### src/rtl/uart_tx_scheduler_pkg.sv
// rtl/uart_tx_scheduler_pkg.sv - shared types, constants and helpers for the UART TX scheduler
package uart_pkg;

    typedef enum logic [1:0] {
        IDLE = 2'd0,
        SEND = 2'd1,
        GAP  = 2'd2
    } tx_state_e;

    localparam logic UART_IDLE_LVL = 1'b1;
    localparam int   DEF_DATA_W    = 8;
    localparam int   FRAME_TICKS   = DEF_DATA_W + 3;

    // Start bit, data bits, stop bit, then one closing tick that ends the frame.
    function automatic int frame_ticks(input int data_w);
        return data_w + 3;
    endfunction

    function automatic int clog2(input int value);
        int r;
        r = 0;
        for (int i = 0; i < 31; i++) begin
            if ((64'd1 << i) < 64'(value)) begin
                r = i + 1;
            end
        end
        return r;
    endfunction

endpackage

### src/rtl/uart_tx_scheduler_if.sv
// rtl/uart_tx_scheduler_if.sv - requester, tick generator and serial-line bundle
interface uart_tx_scheduler_if #(
    parameter int NUM_REQ = 4,
    parameter int DATA_W  = 8
);
    import uart_pkg::*;

    localparam int GID_W = clog2(NUM_REQ);

    logic [NUM_REQ-1:0]        req_valid;
    logic [NUM_REQ*DATA_W-1:0] req_data;
    logic [NUM_REQ-1:0]        req_ready;
    logic                      bps_start;
    logic                      clk_bps;
    logic                      uart_tx;
    logic                      busy;
    logic [GID_W-1:0]          grant_id;
    logic                      frame_done;
    logic                      timeout_err;

    modport master (
        output req_valid, req_data, clk_bps,
        input  req_ready, bps_start, uart_tx, busy, grant_id, frame_done, timeout_err
    );

    modport slave (
        input  req_valid, req_data, clk_bps,
        output req_ready, bps_start, uart_tx, busy, grant_id, frame_done, timeout_err
    );

endinterface

### src/rtl/uart_tx_scheduler_rr_arbiter.sv
// rtl/uart_tx_scheduler_rr_arbiter.sv - combinational round-robin pick of the first request after ptr
module rr_arbiter
    import uart_pkg::*;
#(
    parameter  int NUM_REQ = 4,
    localparam int IDX_W   = clog2(NUM_REQ)
) (
    input  logic [NUM_REQ-1:0] req_i,
    input  logic [IDX_W-1:0]   ptr_i,
    output logic [NUM_REQ-1:0] gnt_o,
    output logic [IDX_W-1:0]   gnt_idx_o,
    output logic               any_o
);

    logic [IDX_W-1:0] cand;

    // Scan from the farthest slot inward so the nearest valid index after ptr wins.
    always_comb begin
        cand      = '0;
        gnt_idx_o = '0;
        for (int off = NUM_REQ; off >= 1; off--) begin
            cand = IDX_W'((int'(ptr_i) + off) % NUM_REQ);
            if (req_i[cand]) begin
                gnt_idx_o = cand;
            end
        end
        any_o            = |req_i;
        gnt_o            = '0;
        gnt_o[gnt_idx_o] = any_o;
    end

endmodule

### src/rtl/uart_tx_scheduler.sv
// rtl/uart_tx_scheduler.sv - shares one UART TX line and baud tick generator among NUM_REQ requesters
module uart_tx_scheduler
    import uart_pkg::*;
#(
    parameter int NUM_REQ      = 4,
    parameter int DATA_W       = 8,
    parameter int TICK_TIMEOUT = 4096
) (
    input  logic         clk,
    input  logic         rst_n,
    uart_tx_scheduler_if.slave sched_if
);

    localparam int IDX_W = clog2(NUM_REQ);
    localparam int WD_W  = clog2(TICK_TIMEOUT + 1);

    localparam logic [3:0]      TICK_START     = 4'd1;
    localparam logic [3:0]      TICK_LAST_DATA = 4'(DATA_W + 1);
    localparam logic [3:0]      TICK_STOP      = 4'(DATA_W + 2);
    localparam logic [WD_W-1:0] WD_LIMIT       = WD_W'(TICK_TIMEOUT);

    tx_state_e          state_q, state_d;
    logic [IDX_W-1:0]   ptr_q, ptr_d;
    logic [IDX_W-1:0]   gid_q, gid_d;
    logic [DATA_W-1:0]  shift_q, shift_d;
    logic [3:0]         tick_q, tick_d;
    logic [WD_W-1:0]    wd_q, wd_d;
    logic               tx_q, tx_d;
    logic               bps_q, bps_d;
    logic               busy_q, busy_d;
    logic [NUM_REQ-1:0] ready_q, ready_d;
    logic               done_q, done_d;
    logic               terr_q, terr_d;

    logic [NUM_REQ-1:0] arb_gnt;
    logic [IDX_W-1:0]   arb_idx;
    logic               arb_any;
    logic [DATA_W-1:0]  grant_byte;

    rr_arbiter #(
        .NUM_REQ (NUM_REQ)
    ) u_arb (
        .req_i     (sched_if.req_valid),
        .ptr_i     (ptr_q),
        .gnt_o     (arb_gnt),
        .gnt_idx_o (arb_idx),
        .any_o     (arb_any)
    );

    always_comb begin
        grant_byte = '0;
        for (int i = 0; i < NUM_REQ; i++) begin
            if (arb_gnt[i]) begin
                grant_byte = sched_if.req_data[i*DATA_W +: DATA_W];
            end
        end
    end

    always_comb begin
        state_d = state_q;
        ptr_d   = ptr_q;
        gid_d   = gid_q;
        shift_d = shift_q;
        tick_d  = tick_q;
        wd_d    = wd_q;
        tx_d    = tx_q;
        bps_d   = bps_q;
        busy_d  = busy_q;
        ready_d = '0;
        done_d  = 1'b0;
        terr_d  = 1'b0;

        case (state_q)
            IDLE: begin
                if (arb_any) begin
                    ready_d = arb_gnt;
                    shift_d = grant_byte;
                    gid_d   = arb_idx;
                    ptr_d   = arb_idx;
                    busy_d  = 1'b1;
                    bps_d   = 1'b1;
                    tick_d  = '0;
                    wd_d    = '0;
                    tx_d    = UART_IDLE_LVL;
                    state_d = SEND;
                end
            end

            SEND: begin
                if (sched_if.clk_bps) begin
                    wd_d   = '0;
                    tick_d = tick_q + 4'd1;
                    if (tick_d == TICK_START) begin
                        tx_d = 1'b0;
                    end else if (tick_d <= TICK_LAST_DATA) begin
                        tx_d    = shift_q[0];
                        shift_d = shift_q >> 1;
                    end else if (tick_d == TICK_STOP) begin
                        tx_d = UART_IDLE_LVL;
                    end else begin
                        bps_d   = 1'b0;
                        busy_d  = 1'b0;
                        done_d  = 1'b1;
                        state_d = GAP;
                    end
                end else begin
                    wd_d = wd_q + WD_W'(1);
                    // Generator stalled: release the line and drop the byte.
                    if (wd_d == WD_LIMIT) begin
                        tx_d    = UART_IDLE_LVL;
                        bps_d   = 1'b0;
                        busy_d  = 1'b0;
                        terr_d  = 1'b1;
                        state_d = GAP;
                    end
                end
            end

            // One cycle with bps_start low lets the tick generator clear its counter.
            GAP: begin
                state_d = IDLE;
            end

            default: begin
                state_d = IDLE;
            end
        endcase
    end

    always_ff @(posedge clk or negedge rst_n) begin
        if (!rst_n) begin
            state_q <= IDLE;
            ptr_q   <= IDX_W'(NUM_REQ - 1);
            gid_q   <= '0;
            shift_q <= '0;
            tick_q  <= '0;
            wd_q    <= '0;
            tx_q    <= UART_IDLE_LVL;
            bps_q   <= 1'b0;
            busy_q  <= 1'b0;
            ready_q <= '0;
            done_q  <= 1'b0;
            terr_q  <= 1'b0;
        end else begin
            state_q <= state_d;
            ptr_q   <= ptr_d;
            gid_q   <= gid_d;
            shift_q <= shift_d;
            tick_q  <= tick_d;
            wd_q    <= wd_d;
            tx_q    <= tx_d;
            bps_q   <= bps_d;
            busy_q  <= busy_d;
            ready_q <= ready_d;
            done_q  <= done_d;
            terr_q  <= terr_d;
        end
    end

    assign sched_if.req_ready   = ready_q;
    assign sched_if.bps_start   = bps_q;
    assign sched_if.uart_tx     = tx_q;
    assign sched_if.busy        = busy_q;
    assign sched_if.grant_id    = gid_q;
    assign sched_if.frame_done  = done_q;
    assign sched_if.timeout_err = terr_q;

endmodule

### src/flat_wrapper.sv
// flat-port wrapper written by rule: the top's interface ports become plain ports
module uart_tx_scheduler_flat import uart_pkg::*;
#(
    parameter int NUM_REQ      = 4,
    parameter int DATA_W       = 8,
    parameter int TICK_TIMEOUT = 4096
)
  (clk, rst_n, sched_if_req_valid, sched_if_req_data, sched_if_clk_bps, sched_if_req_ready, sched_if_bps_start, sched_if_uart_tx, sched_if_busy, sched_if_grant_id, sched_if_frame_done, sched_if_timeout_err);
  uart_tx_scheduler_if #(.NUM_REQ(NUM_REQ), .DATA_W(DATA_W)) sched_if_i ();
  input  logic clk;
  input  logic rst_n;
  input wire logic [$bits(sched_if_i.req_valid)-1:0] sched_if_req_valid;
  input wire logic [$bits(sched_if_i.req_data)-1:0] sched_if_req_data;
  input wire logic [$bits(sched_if_i.clk_bps)-1:0] sched_if_clk_bps;
  output wire logic [$bits(sched_if_i.req_ready)-1:0] sched_if_req_ready;
  output wire logic [$bits(sched_if_i.bps_start)-1:0] sched_if_bps_start;
  output wire logic [$bits(sched_if_i.uart_tx)-1:0] sched_if_uart_tx;
  output wire logic [$bits(sched_if_i.busy)-1:0] sched_if_busy;
  output wire logic [$bits(sched_if_i.grant_id)-1:0] sched_if_grant_id;
  output wire logic [$bits(sched_if_i.frame_done)-1:0] sched_if_frame_done;
  output wire logic [$bits(sched_if_i.timeout_err)-1:0] sched_if_timeout_err;
  assign sched_if_i.req_valid = sched_if_req_valid;
  assign sched_if_i.req_data = sched_if_req_data;
  assign sched_if_i.clk_bps = sched_if_clk_bps;
  assign sched_if_req_ready = sched_if_i.req_ready;
  assign sched_if_bps_start = sched_if_i.bps_start;
  assign sched_if_uart_tx = sched_if_i.uart_tx;
  assign sched_if_busy = sched_if_i.busy;
  assign sched_if_grant_id = sched_if_i.grant_id;
  assign sched_if_frame_done = sched_if_i.frame_done;
  assign sched_if_timeout_err = sched_if_i.timeout_err;
  uart_tx_scheduler #(.NUM_REQ(NUM_REQ), .DATA_W(DATA_W), .TICK_TIMEOUT(TICK_TIMEOUT)) u_core (.clk(clk), .rst_n(rst_n), .sched_if(sched_if_i));
endmodule
### config.mk
export PLATFORM = sky130hd
export DESIGN_NAME = uart_tx_scheduler_flat
export DESIGN_NICKNAME = d
export VERILOG_FILES = /design/src/rtl/uart_tx_scheduler_pkg.sv /design/src/rtl/uart_tx_scheduler_if.sv /design/src/rtl/uart_tx_scheduler_rr_arbiter.sv /design/src/rtl/uart_tx_scheduler.sv /design/src/flat_wrapper.sv
export SDC_FILE = /design/constraint.sdc
export NUM_CORES = 1
export LEC_CHECK = 0
export ABC_AREA = 1
export BUFFER_PORTS_ARGS = -buffer_cell sky130_fd_sc_hd__buf_2
export CAP_MARGIN = 20
export CORE_AREA = 3 3 106 88
export DETAILED_ROUTE_END_ITERATION = 16
export DIE_AREA = 0 0 109 91
export MAX_ROUTING_LAYER = met4
export SKIP_CTS_REPAIR_TIMING = 1
export SKIP_LAST_GASP = 1
export SYNTH_ARGS = -nofsm -noshare
export SYNTH_HDL_FRONTEND = slang
export SYNTH_SLANG_ARGS = --single-unit
### constraint.sdc
create_clock -name clk -period 1.8 [get_ports clk]
set_clock_uncertainty 0.2 [all_clocks]
set_input_delay 0.09 -clock clk [delete_from_list [all_inputs] [get_ports clk]]
set_output_delay 0.09 -clock clk [all_outputs]
set_load 0.01 [all_outputs]
### Word-level counts from Yosys, hierarchy flattened

Index checks and enable logic that the tools add are counted.

| word-level totals | value |
|---|---|
| bits in registers | 39 |
| input bits | 39 |
| output and inout bits | 11 |
| logic and storage cells | 108 |

| cells by class | value |
|---|---|
| $add $sub $neg | 6 |
| magnitude comparators | 7 |
| equality and inequality tests | 13 |
| multiplexer cells | 59 |
| bitwise operators | 1 |
| reductions and logical operators | 11 |

Operators by type and width:

| operator | count |
|---|---|
| $mux 8 | 8 |
| $mux 13 | 2 |
| $pmux 13 s2 | 1 |
| $mux 1 | 24 |
| $mux 2 | 10 |
| $mux 4 | 4 |
| $pmux 8 s2 | 1 |
| $lt 2x3->1 const B | 5 |
| $add 13x1->13 const B | 1 |
| $eq 13x13->1 const B | 1 |
| $reduce_and 5->1 | 2 |
| $ne 3x3->1 const B | 3 |
| $bmux 1 s2 | 4 |
| $pmux 4 s2 | 1 |
| $reduce_and 6->1 | 1 |
| $ne 5x2->1 const B | 1 |
| $add 2x1->2 const B | 2 |
| $add 2x2->2 const B | 2 |
| $add 4x1->4 const B | 1 |
| $and 4x4->4 | 1 |
| $eq 4x1->1 const B | 1 |
| $eq 4x4->1 const B | 1 |
| $le 4x4->1 const B | 1 |
| $ne 2x1->1 const B | 2 |
| other kinds (14) | 17 |

### Depth between registers and ports, before layout

Gate-level depths: netlist (run 1).

| depth | value |
|---|---|
| depth in word-level cells | 18 |
| depth in mapped cells | 18 |
| mapped depth without buffers | 16 |

### Cells and area by module

From an unflattened synthesis (run 1), not the netlist that was laid out.

| second synthesis, totals | value |
|---|---|
| cell total of the unflattened synthesis | 369 |
| area, all modules | 2600.0 µm² |

By module, submodules not included:

| module | instances | cells each | area an instance (µm²) | sequential area each (µm²) |
|---|---|---|---|---|
| uart_tx_scheduler | 1 | 307 | 2285.9 | 979.7 |
| rr_arbiter | 1 | 62 | 314.1 | 0.0 |

### Least setup slack after synthesis (run 1)

Ideal clock, no wire load.

| path | value |
|---|---|
| path kind | register to register |
| start point | reg u_core.wd_q[0] |
| end point | reg u_core.bps_q (netlist: u_core.sched_if.bps_start) |
| library setup time | 0.122 ns |
| arrival | 1.642 ns |
| required time | 1.478 ns |
| setup slack | -0.164 ns |
| stages on the path, launching flop included | 13 |
| buffers on the path | 0 |
| clock period less this slack | 1.964 ns |
| cell sequence | dfrtp_1 ha_1 nand2_1 nor2_2 nand3_1 inv_1 nand2_1 xor2_1 nand3_1 nor2_1 nand4_1 nand3_1 nand2_1 |

| on the way | value |
|---|---|
| cells in the longest elaborated chain, start to end | 4 |

RTL lines:

| element | line | RTL |
|---|---|---|
| start: declaration | uart_tx_scheduler.sv:27 | `logic [WD_W-1:0] wd_q, wd_d;` |
| start signal: assignment | uart_tx_scheduler.sv:150 | `wd_q <= wd_d;` |
| $add 13x1->13 | uart_tx_scheduler.sv:107 | `wd_d = wd_q + WD_W'(1);` |
| $eq 13x13->1 | uart_tx_scheduler.sv:109 | `if (wd_d == WD_LIMIT) begin` |
| $ne 3x2->1 (no line) | -- |  |
| $reduce_and 6->1 (no line) | -- |  |
| end signal: assignment | uart_tx_scheduler.sv:152 | `bps_q <= bps_d;` |
| end: declaration | uart_tx_scheduler.sv:29 | `logic bps_q, bps_d;` |

No other way between the ends.
A chain may end at the register's enable or synchronous reset.

### Final worst setup path (run 1)

| path | value |
|---|---|
| start point | reg u_core.ptr_q[0] |
| end point | reg u_core.shift_q[7] |

| on the way | value |
|---|---|
| cells in the longest elaborated chain, start to end | 18 |
| elaborated cells on any way between the ends | 28 |
| classes of those cells | add/sub (4); order compare (2); mux (20); bitwise (1); reduce/logical (1) |

RTL lines:

| element | line | RTL |
|---|---|---|
| start: declaration | uart_tx_scheduler.sv:23 | `logic [IDX_W-1:0] ptr_q, ptr_d;` |
| start signal: assignment | uart_tx_scheduler.sv:133 | `ptr_q <= IDX_W'(NUM_REQ - 1);` |
| start signal: assignment | uart_tx_scheduler.sv:146 | `ptr_q <= ptr_d;` |
| $add 2x1->2 | uart_tx_scheduler_rr_arbiter.sv:22 | `cand = IDX_W'((int'(ptr_i) + off) % NUM_REQ);` |
| $bmux 1 s2 | uart_tx_scheduler_rr_arbiter.sv:23 | `if (req_i[cand]) begin` |
| $mux 1 (not written as such) | uart_tx_scheduler_rr_arbiter.sv:23 |  |
| $mux 2 (3 in series) | uart_tx_scheduler_rr_arbiter.sv:23 |  |
| $mux 2 * | uart_tx_scheduler_rr_arbiter.sv:23 |  |
| $lt 2x3->1 (not written as such) / $ge 2x1->1 (equally long branches) | uart_tx_scheduler_rr_arbiter.sv:29 | `gnt_o[gnt_idx_o] = any_o;` |
| $logic_and 1x1->1 (not written as such) | uart_tx_scheduler_rr_arbiter.sv:29 |  |
| $mux 1 (not written as such) | uart_tx_scheduler_rr_arbiter.sv:29 |  |
| $demux 1 s2 * | uart_tx_scheduler_rr_arbiter.sv:29 |  |
| $and 4x4->4 (no line) * | -- |  |
| $mux 8 (3 in series) | uart_tx_scheduler.sv:53 | `if (arb_gnt[i]) begin` |
| $mux 8 * | uart_tx_scheduler.sv:53 |  |
| $mux 8 * | uart_tx_scheduler.sv:75 | `if (arb_any) begin` |
| $pmux 8 s2 * | uart_tx_scheduler.sv:73 | `case (state_q)` |
| end signal: assignment | uart_tx_scheduler.sv:148 | `shift_q <= shift_d;` |
| end: declaration | uart_tx_scheduler.sv:25 | `logic [DATA_W-1:0] shift_q, shift_d;` |

Mark *: on every way between the ends. The rest lies on a longest branch, timed or not. The select of a mux whose other input is x is not followed.

==> impl_metrics.env, run 1 <==
export IMPL_status="finished with violations"
export IMPL_violations="negative hold slack, negative setup slack"
export IMPL_min_path_cells=7
export IMPL_crit_fanout=8
export IMPL_arrival_ns=2.25
export IMPL_drt_total_wl_um=7320
export IMPL_yosysTopAreaCell="dfrtp_1"
export IMPL_tritoncts="done"
export IMPL_crit_chain="clkinv_4 > nand2_2 > nand2_2 > nand2_2 > nand2_2 > nand2_2 > nand2_2 > nand2_4 > nand3_2 > nor2_4 > nand2_1 > nand3_1 > nand3_1 > nand2_1"
export IMPL_antenna_left=0
export IMPL_die_h_um=91
export IMPL_path_delay_family="simple AND/OR/NAND/NOR gates"
export IMPL_clockBufferDepth=2
export IMPL_r2r_worst_path_cells=14
export IMPL_min_to="u_core.shift_q[3]"
export IMPL_dpl_hpwl_um=4760
export IMPL_synth_avg_cell_area_um2=7.12
export IMPL_wl_per_cell_um=12.3
export IMPL_power_frac_seq_pct=23.1
export IMPL_cts_buffers_inserted=5
export IMPL_h_tree_depth=2
export IMPL_layout_setup_ws_ns=-0.411
export IMPL_track_usage_pct=13.7
export IMPL_rrSetupSlack_ns=-0.41
export IMPL_grt_first_pass_wirelength_um=10800
export IMPL_reg2reg_to="u_core.shift_q[7]"
export IMPL_maxCapViolations=0
export IMPL_synth_edff_count=0
export IMPL_path_clk_slew_ns=0.08
export IMPL_critPathBufInv=1
export IMPL_cts_root_buf="clkbuf_8"
export IMPL_yosys_warnings=0
export IMPL_max_freq_mhz=452
export IMPL_drive_gt1_share_pct=39.3
export IMPL_clk_latency_ns=0.29
export IMPL_via_per_inst=4.48
export IMPL_yosysUniqueCellTypes=32
export IMPL_grt_setup_unrepaired="true"
export IMPL_grt_antenna_before_repair=0
export IMPL_peakVddDrop_mv=0.555
export IMPL_cpMostUsedCell="nand2_2"
export IMPL_hold_ws_ns=-0.000735
export IMPL_synth_seq_area_share_pct=39.5
export IMPL_rows=30
export IMPL_p_per_area_nw_per_um2=1500
export IMPL_overflow=0
export IMPL_fill_cells=790
export IMPL_intPower_w=0.00326
export IMPL_synth_area_um2=2480
export IMPL_synth_most_common_cell="nand2_1"
export IMPL_die_w_um=109
export IMPL_cts_sinks=39
export IMPL_syn_inst=348
export IMPL_dieArea_um2=9920
export IMPL_end_kind="flop"
export IMPL_hold_path_class="input pin to flop"
export IMPL_p_leak_nw=2.01
export IMPL_p_sw_w=0.00272
export IMPL_postLayoutCellArea_um2=3990
export IMPL_routabilityCongestion=0.854
export IMPL_p_total_w=0.00598
export IMPL_portBuffers=49
export IMPL_path_class="flop to flop"
export IMPL_io_pin_count=50
export IMPL_min_delay_start="sched_if_req_data[27]"
export IMPL_post_route_util_pct=47.6
export IMPL_relSlewSlack_pct=65.1
export IMPL_setup_viol=22
export IMPL_r2r_start="u_core.ptr_q[0]"
export IMPL_fin_crit_ns=2.21
export IMPL_ys_top_cells_by_count="128 x nand2_1, 42 x inv_1, 36 x dfrtp_1"
export IMPL_tightest_slew_ns=0.523
export IMPL_initial_utilization_pct=29.6
export IMPL_layout_nets=525
export IMPL_synth_top_cells_by_area="dfrtp_1 36%, nand2_1 19%, inv_1 6.4%"
export IMPL_synth_seq_cells=39
export IMPL_firstDrtPassIters=4
export IMPL_post_route_period_util_pct=123
export IMPL_slowest_stage="dfstp_2"
export IMPL_core_region_area_um2=8370
export IMPL_finalHoldViolations=1
export IMPL_vias=2656
export IMPL_synth_ff_type="dfrtp_1"
export IMPL_maxSlewViolCount=0
export IMPL_grt_pass1_vias=2397
export IMPL_yosysTopAreaCellShare_pct=36.3
export IMPL_cp_start_kind="flop"
export IMPL_setup_tns_ns=-5.66
export IMPL_antennaDiodeCount=0
export IMPL_crit_required_ns=1.84
export IMPL_async_flop_share_pct=100
export IMPL_drt_iter0_drc=149
export IMPL_switching_share_pct=45.4
export IMPL_p_comb_share_pct=64.6
export IMPL_drc=0
export IMPL_synthToLayoutAreaGrowth_pct=60.8
export IMPL_syn_num_nets=393
export IMPL_cpPeakStageDelay_ns=0.63
export IMPL_grt_start_max_net_pins=40
export IMPL_pwr_share_clk_pct=12.3
export IMPL_dpl_instance_area_um2=3190
## area by class of cell
cell class / instances / area [um2] / share of cell area [%]
inverter: 47 / 189 / 4.74
sequential: 39 / 983 / 24.7
tap: 112 / 140 / 3.52
timing repair buffer: 132 / 977 / 24.5
clock inverter: 1 / 30.0 / 0.754
clock buffer: 7 / 76.3 / 1.92
multi-input combinational: 255 / 1590 / 39.9
## power by group through the flow
stage | Combinational [W] | Clock [W] | Sequential (W)
3_3_place_gp | 0.00318 | 0 | 0.00134
3_5_place_dp | 0.00323 | 0 | 0.00134
2_1_floorplan | 0.00206 | 0 | 0.00135
5_1_grt | 0.00431 | 0.000788 | 0.00141
4_1_cts | 0.00325 | 0.000750 | 0.00133
6_report | 0.00386 | 0.000733 | 0.00138
## kinds of logic (layout without fill, tap and decap cells)
logic type      after synthesis  after routing  share of synthesized area, %
compound gates               26             26                          6.71
xor+xnor                     11             11                          3.89
fa+ha+maj                     6              6                          3.03
buf+inv                      54            187                          9.64
flops                        39             39                          39.5
simple gates                212            212                          37.2
## worst max path at each step
stage / start / slack [ns] / end / cells past startpoint
final: u_core.ptr_q[0] / -0.41 / u_core.shift_q[7] / 14
after global routing: u_core.ptr_q[0] / -0.57 / u_core.shift_q[6] / 16
after CTS: u_core.ptr_q[0] / -0.40 / u_core.shift_q[0] / 14
after detailed placement: u_core.ptr_q[0] / -0.37 / u_core.shift_q[0] / 14
after global placement: u_core.ptr_q[0] / -0.31 / u_core.shift_q[0] / 14
after floorplan: u_core.ptr_q[0] / -0.15 / u_core.shift_q[4] / 17
## metal layers
metal	part of all wire (%)	vias to the layer above	routed length [um]	track usage (%)
li1	-	1346	-	-
met1	44	1230	3240	18.3
met2	49	60	3610	20.9
met3	3.8	20	279	2.56
met4	2.7	0	197	4.21
met5	0	-	0	-
## placed cells by master, fill, tap and decap left out, types with 3 or more instances in the layout
cell type,Yosys,layout
nand3_2,5,4
buf_2,2,49
inv_2,3,6
dlygate4sd3_1,0,26
xor2_1,10,5
nor2_1,31,26
clkbuf_8,0,5
nor3_1,6,4
nand2_4,1,6
o21ai_0,10,8
nand2_1,128,110
nand3_1,22,17
nand4_1,9,9
buf_4,1,50
ha_4,0,4
dfrtp_2,0,3
nor2_4,1,5
o22ai_2,0,3
o22ai_1,9,6
xor2_2,0,5
dfstp_2,3,3
inv_1,42,38
nor2_2,2,3
buf_6,3,5
nand2_2,6,18
nand3_4,0,6
dfrtp_1,36,33
## worst reg2reg max path: stages (launching register included)
cell and delay [ns]:
dfstp_2 0.63, clkinv_4 0.13, nand2_2 0.09, nand2_2 0.07
nand2_2 0.08, nand2_2 0.06, nand2_2 0.10, nand2_2 0.07
nand2_4 0.11, nand3_2 0.11, nor2_4 0.21, nand2_1 0.07
nand3_1 0.11, nand3_1 0.08, nand2_1 0.06
## flip-flops by register name, indices dropped and copies added (netlist names), 2 cells and up
name                       flops
u_core.wd_q                   13
u_core.shift_q                 8
u_core.sched_if.req_ready      4
u_core.tick_q                  4
u_core.ptr_q                   2
u_core.sched_if.grant_id       2
u_core.state_q                 2
## stage by stage
step	instances	setup WS [ns]	hold WS, ns
after detailed placement	548	-0.367	-0.00817
after global routing	593	-0.569	0.0283
final	593	-0.411	-0.000735
after floorplan	348	-0.148	-0.406
after CTS	556	-0.404	-0.333
after global placement	548	-0.309	-0.00917
Power figures use the tool's default switching activity.
==> run 2: changes to the inputs <==
--- a/config.mk
+++ b/config.mk
@@ -11,6 +11,7 @@
 export CORE_AREA = 3 3 106 88
 export DETAILED_ROUTE_END_ITERATION = 16
 export DIE_AREA = 0 0 109 91
+export GPL_TIMING_DRIVEN = 0
 export MAX_ROUTING_LAYER = met4
 export SKIP_CTS_REPAIR_TIMING = 1
 export SKIP_LAST_GASP = 1
==> run 2 against run 1 <==
Net effect: the flow still finishes with violations (negative hold slack, negative setup slack); combinational power is 15% lower; critical path depth increased by 3; register-to-register slack better by 0.03 ns; utilization shrank 5.8 points; non-clock buffer count is 40 lower; cell area fell by 12%; largest cell class unchanged; highest routed layer unchanged.
==> impl_metrics.env, run 2 (synthesized netlist as in run 1, its figures left out) <==
export IMPL_dieArea_um2=9920
export IMPL_layout_setup_ws_ns=-0.378
export IMPL_finalHoldViolations=1
export IMPL_maxCapViolations=0
export IMPL_violations="negative hold slack, negative setup slack"
export IMPL_io_pin_count=50
export IMPL_rows=30
export IMPL_die_w_um=109
export IMPL_postLayoutCellArea_um2=3500
export IMPL_max_freq_mhz=459
export IMPL_crit_chain="buf_6 > inv_6 > nand2_1 > nand2_1 > nand2_1 > nand2_1 > inv_2 > nand2_2 > nand2_4 > nand2_4 > clkbuf_16 > nand3_1 > nand2_1 > inv_1 > nand4_1 > nand2_1 > nand2_1"
export IMPL_p_per_area_nw_per_um2=1570
export IMPL_grt_antenna_before_repair=0
export IMPL_h_tree_depth=2
export IMPL_die_h_um=91
export IMPL_cts_root_buf="clkbuf_8"
export IMPL_overflow=0
export IMPL_setup_tns_ns=-5.65
export IMPL_layout_common_cells="117 x nand2_1, 50 x buf_2, 39 x inv_1"
export IMPL_largest_registers="u_core.wd_q (13), u_core.shift_q (8)"
export IMPL_slowest_stage="dfstp_2"
export IMPL_track_usage_pct=13.1
export IMPL_status="finished with violations"
export IMPL_grt_busiest_layer="met2"
export IMPL_crit_required_ns=1.79
export IMPL_p_leak_nw=1.79
export IMPL_grt_first_pass_wirelength_um=10200
export IMPL_regMostFlops="u_core.wd_q"
export IMPL_synthToLayoutAreaGrowth_pct=41.3
export IMPL_tightest_slew_ns=0.898
export IMPL_clockBufferDepth=2
export IMPL_portBuffers=49
export IMPL_path_clk_slew_ns=0.08
export IMPL_final_common_cell="nand2_1"
export IMPL_via_per_inst=4.56
export IMPL_clk_latency_ns=0.29
export IMPL_grt_setup_unrepaired="true"
export IMPL_tritoncts="done"
export IMPL_drt_total_wl_um=7040
export IMPL_drc=0
export IMPL_maxSlewViolCount=0
export IMPL_grt_pass1_vias=2189
export IMPL_hold_ws_ns=-0.0477
export IMPL_firstDrtPassIters=4
export IMPL_relSlewSlack_pct=40.1
export IMPL_hold_path_class="input pin to flop"
export IMPL_cts_sinks=39
export IMPL_grt_start_max_net_pins=40
export IMPL_peakVddDrop_mv=0.739
export IMPL_antenna_left=0
export IMPL_drive_gt1_share_pct=28.3
export IMPL_arrival_ns=2.17
export IMPL_initial_utilization_pct=29.6
export IMPL_layout_nets=485
export IMPL_setup_viol=31
export IMPL_end_kind="flop"
export IMPL_grt_use_met2_pct=19.6
export IMPL_cpPeakStageDelay_ns=0.53
export IMPL_crit_fanout=8
export IMPL_core_region_area_um2=8370
export IMPL_largest_register_ffs=13
export IMPL_cp_start_kind="flop"
export IMPL_met1_usage_pct=17.9
export IMPL_post_route_period_util_pct=121
export IMPL_use_met3_pct=2.56
export IMPL_vias=2524
export IMPL_path_class="flop to flop"
export IMPL_cts_buffers_inserted=5
export IMPL_dpl_instance_area_um2=2880
export IMPL_cpMostUsedCell="nand2_1"
export IMPL_routabilityCongestion=0.892
export IMPL_wl_per_cell_um=12.7
export IMPL_fin_crit_ns=2.18
export IMPL_drt_iter0_drc=150
export IMPL_antennaDiodeCount=0
export IMPL_dpl_hpwl_um=4510
==> run 2: stage by stage <==
step	instances	total power [W]	worst slack, ns	hold slack, ns	util (%)
3_5_place_dp	509	0.00407	-0.377	0.0735	34.4
5_1_grt	553	0.00598	-0.537	-0.00236	41.8
3_3_place_gp	509	0.00403	-0.344	0.0787	34.4
4_1_cts	517	0.00497	-0.396	-0.249	36.0
6_report	553	0.00550	-0.378	-0.0477	41.8
2_1_floorplan	348	0.00341	-0.148	-0.406	-
==> run 2: worst paths after layout <==
path,startpoint,depth (start not counted),slack [ns],to
min reg2reg,u_core.sched_if.uart_tx,2,0.28,u_core.sched_if.uart_tx
max in group asynchronous,rst_n,2,0.51,u_core.tick_q[0]
min,sched_if_req_data[12],5,-0.05,u_core.shift_q[4]
max reg2reg,u_core.ptr_q[0],17,-0.38,u_core.shift_q[1]
min in group asynchronous,rst_n,2,0.26,u_core.wd_q[4]
max,u_core.ptr_q[0],17,-0.38,u_core.shift_q[1]
==> run 2: worst max-delay path, delay by kind of cell, from the launching register on <==
kind / cells / cell delay, ns
buf+inv: 5 / 0.48
flops: 1 / 0.53
simple gates: 12 / 0.84
==> run 2: power breakdown <==
| group | switching (W) | internal [W] | leakage (nW) | total [W] |
|---|---|---|---|---|
| Clock | 0.000319 | 0.000555 | 0.0654 | 0.000873 |
| Combinational | 0.00201 | 0.00126 | 1.23 | 0.00327 |
| Sequential | 0.000191 | 0.00116 | 0.502 | 0.00136 |
==> run 2: final cells by class <==
cell class	count	area, um2
multi-input cells	255	1400
flip-flops and latches	39	982
clock inverters	2	60.1
plain buffers	7	65.1
repair buffers	85	602
clock buffers	6	72.6
fillers	822	4870
well taps	112	140
inverters	47	184
==> run 2: per-layer routing <==
layer  wire (um)  vias up
met4         254        0
met2        3290       82
li1            -     1275
met5           0        -
met1        3190     1140
met3         299       27
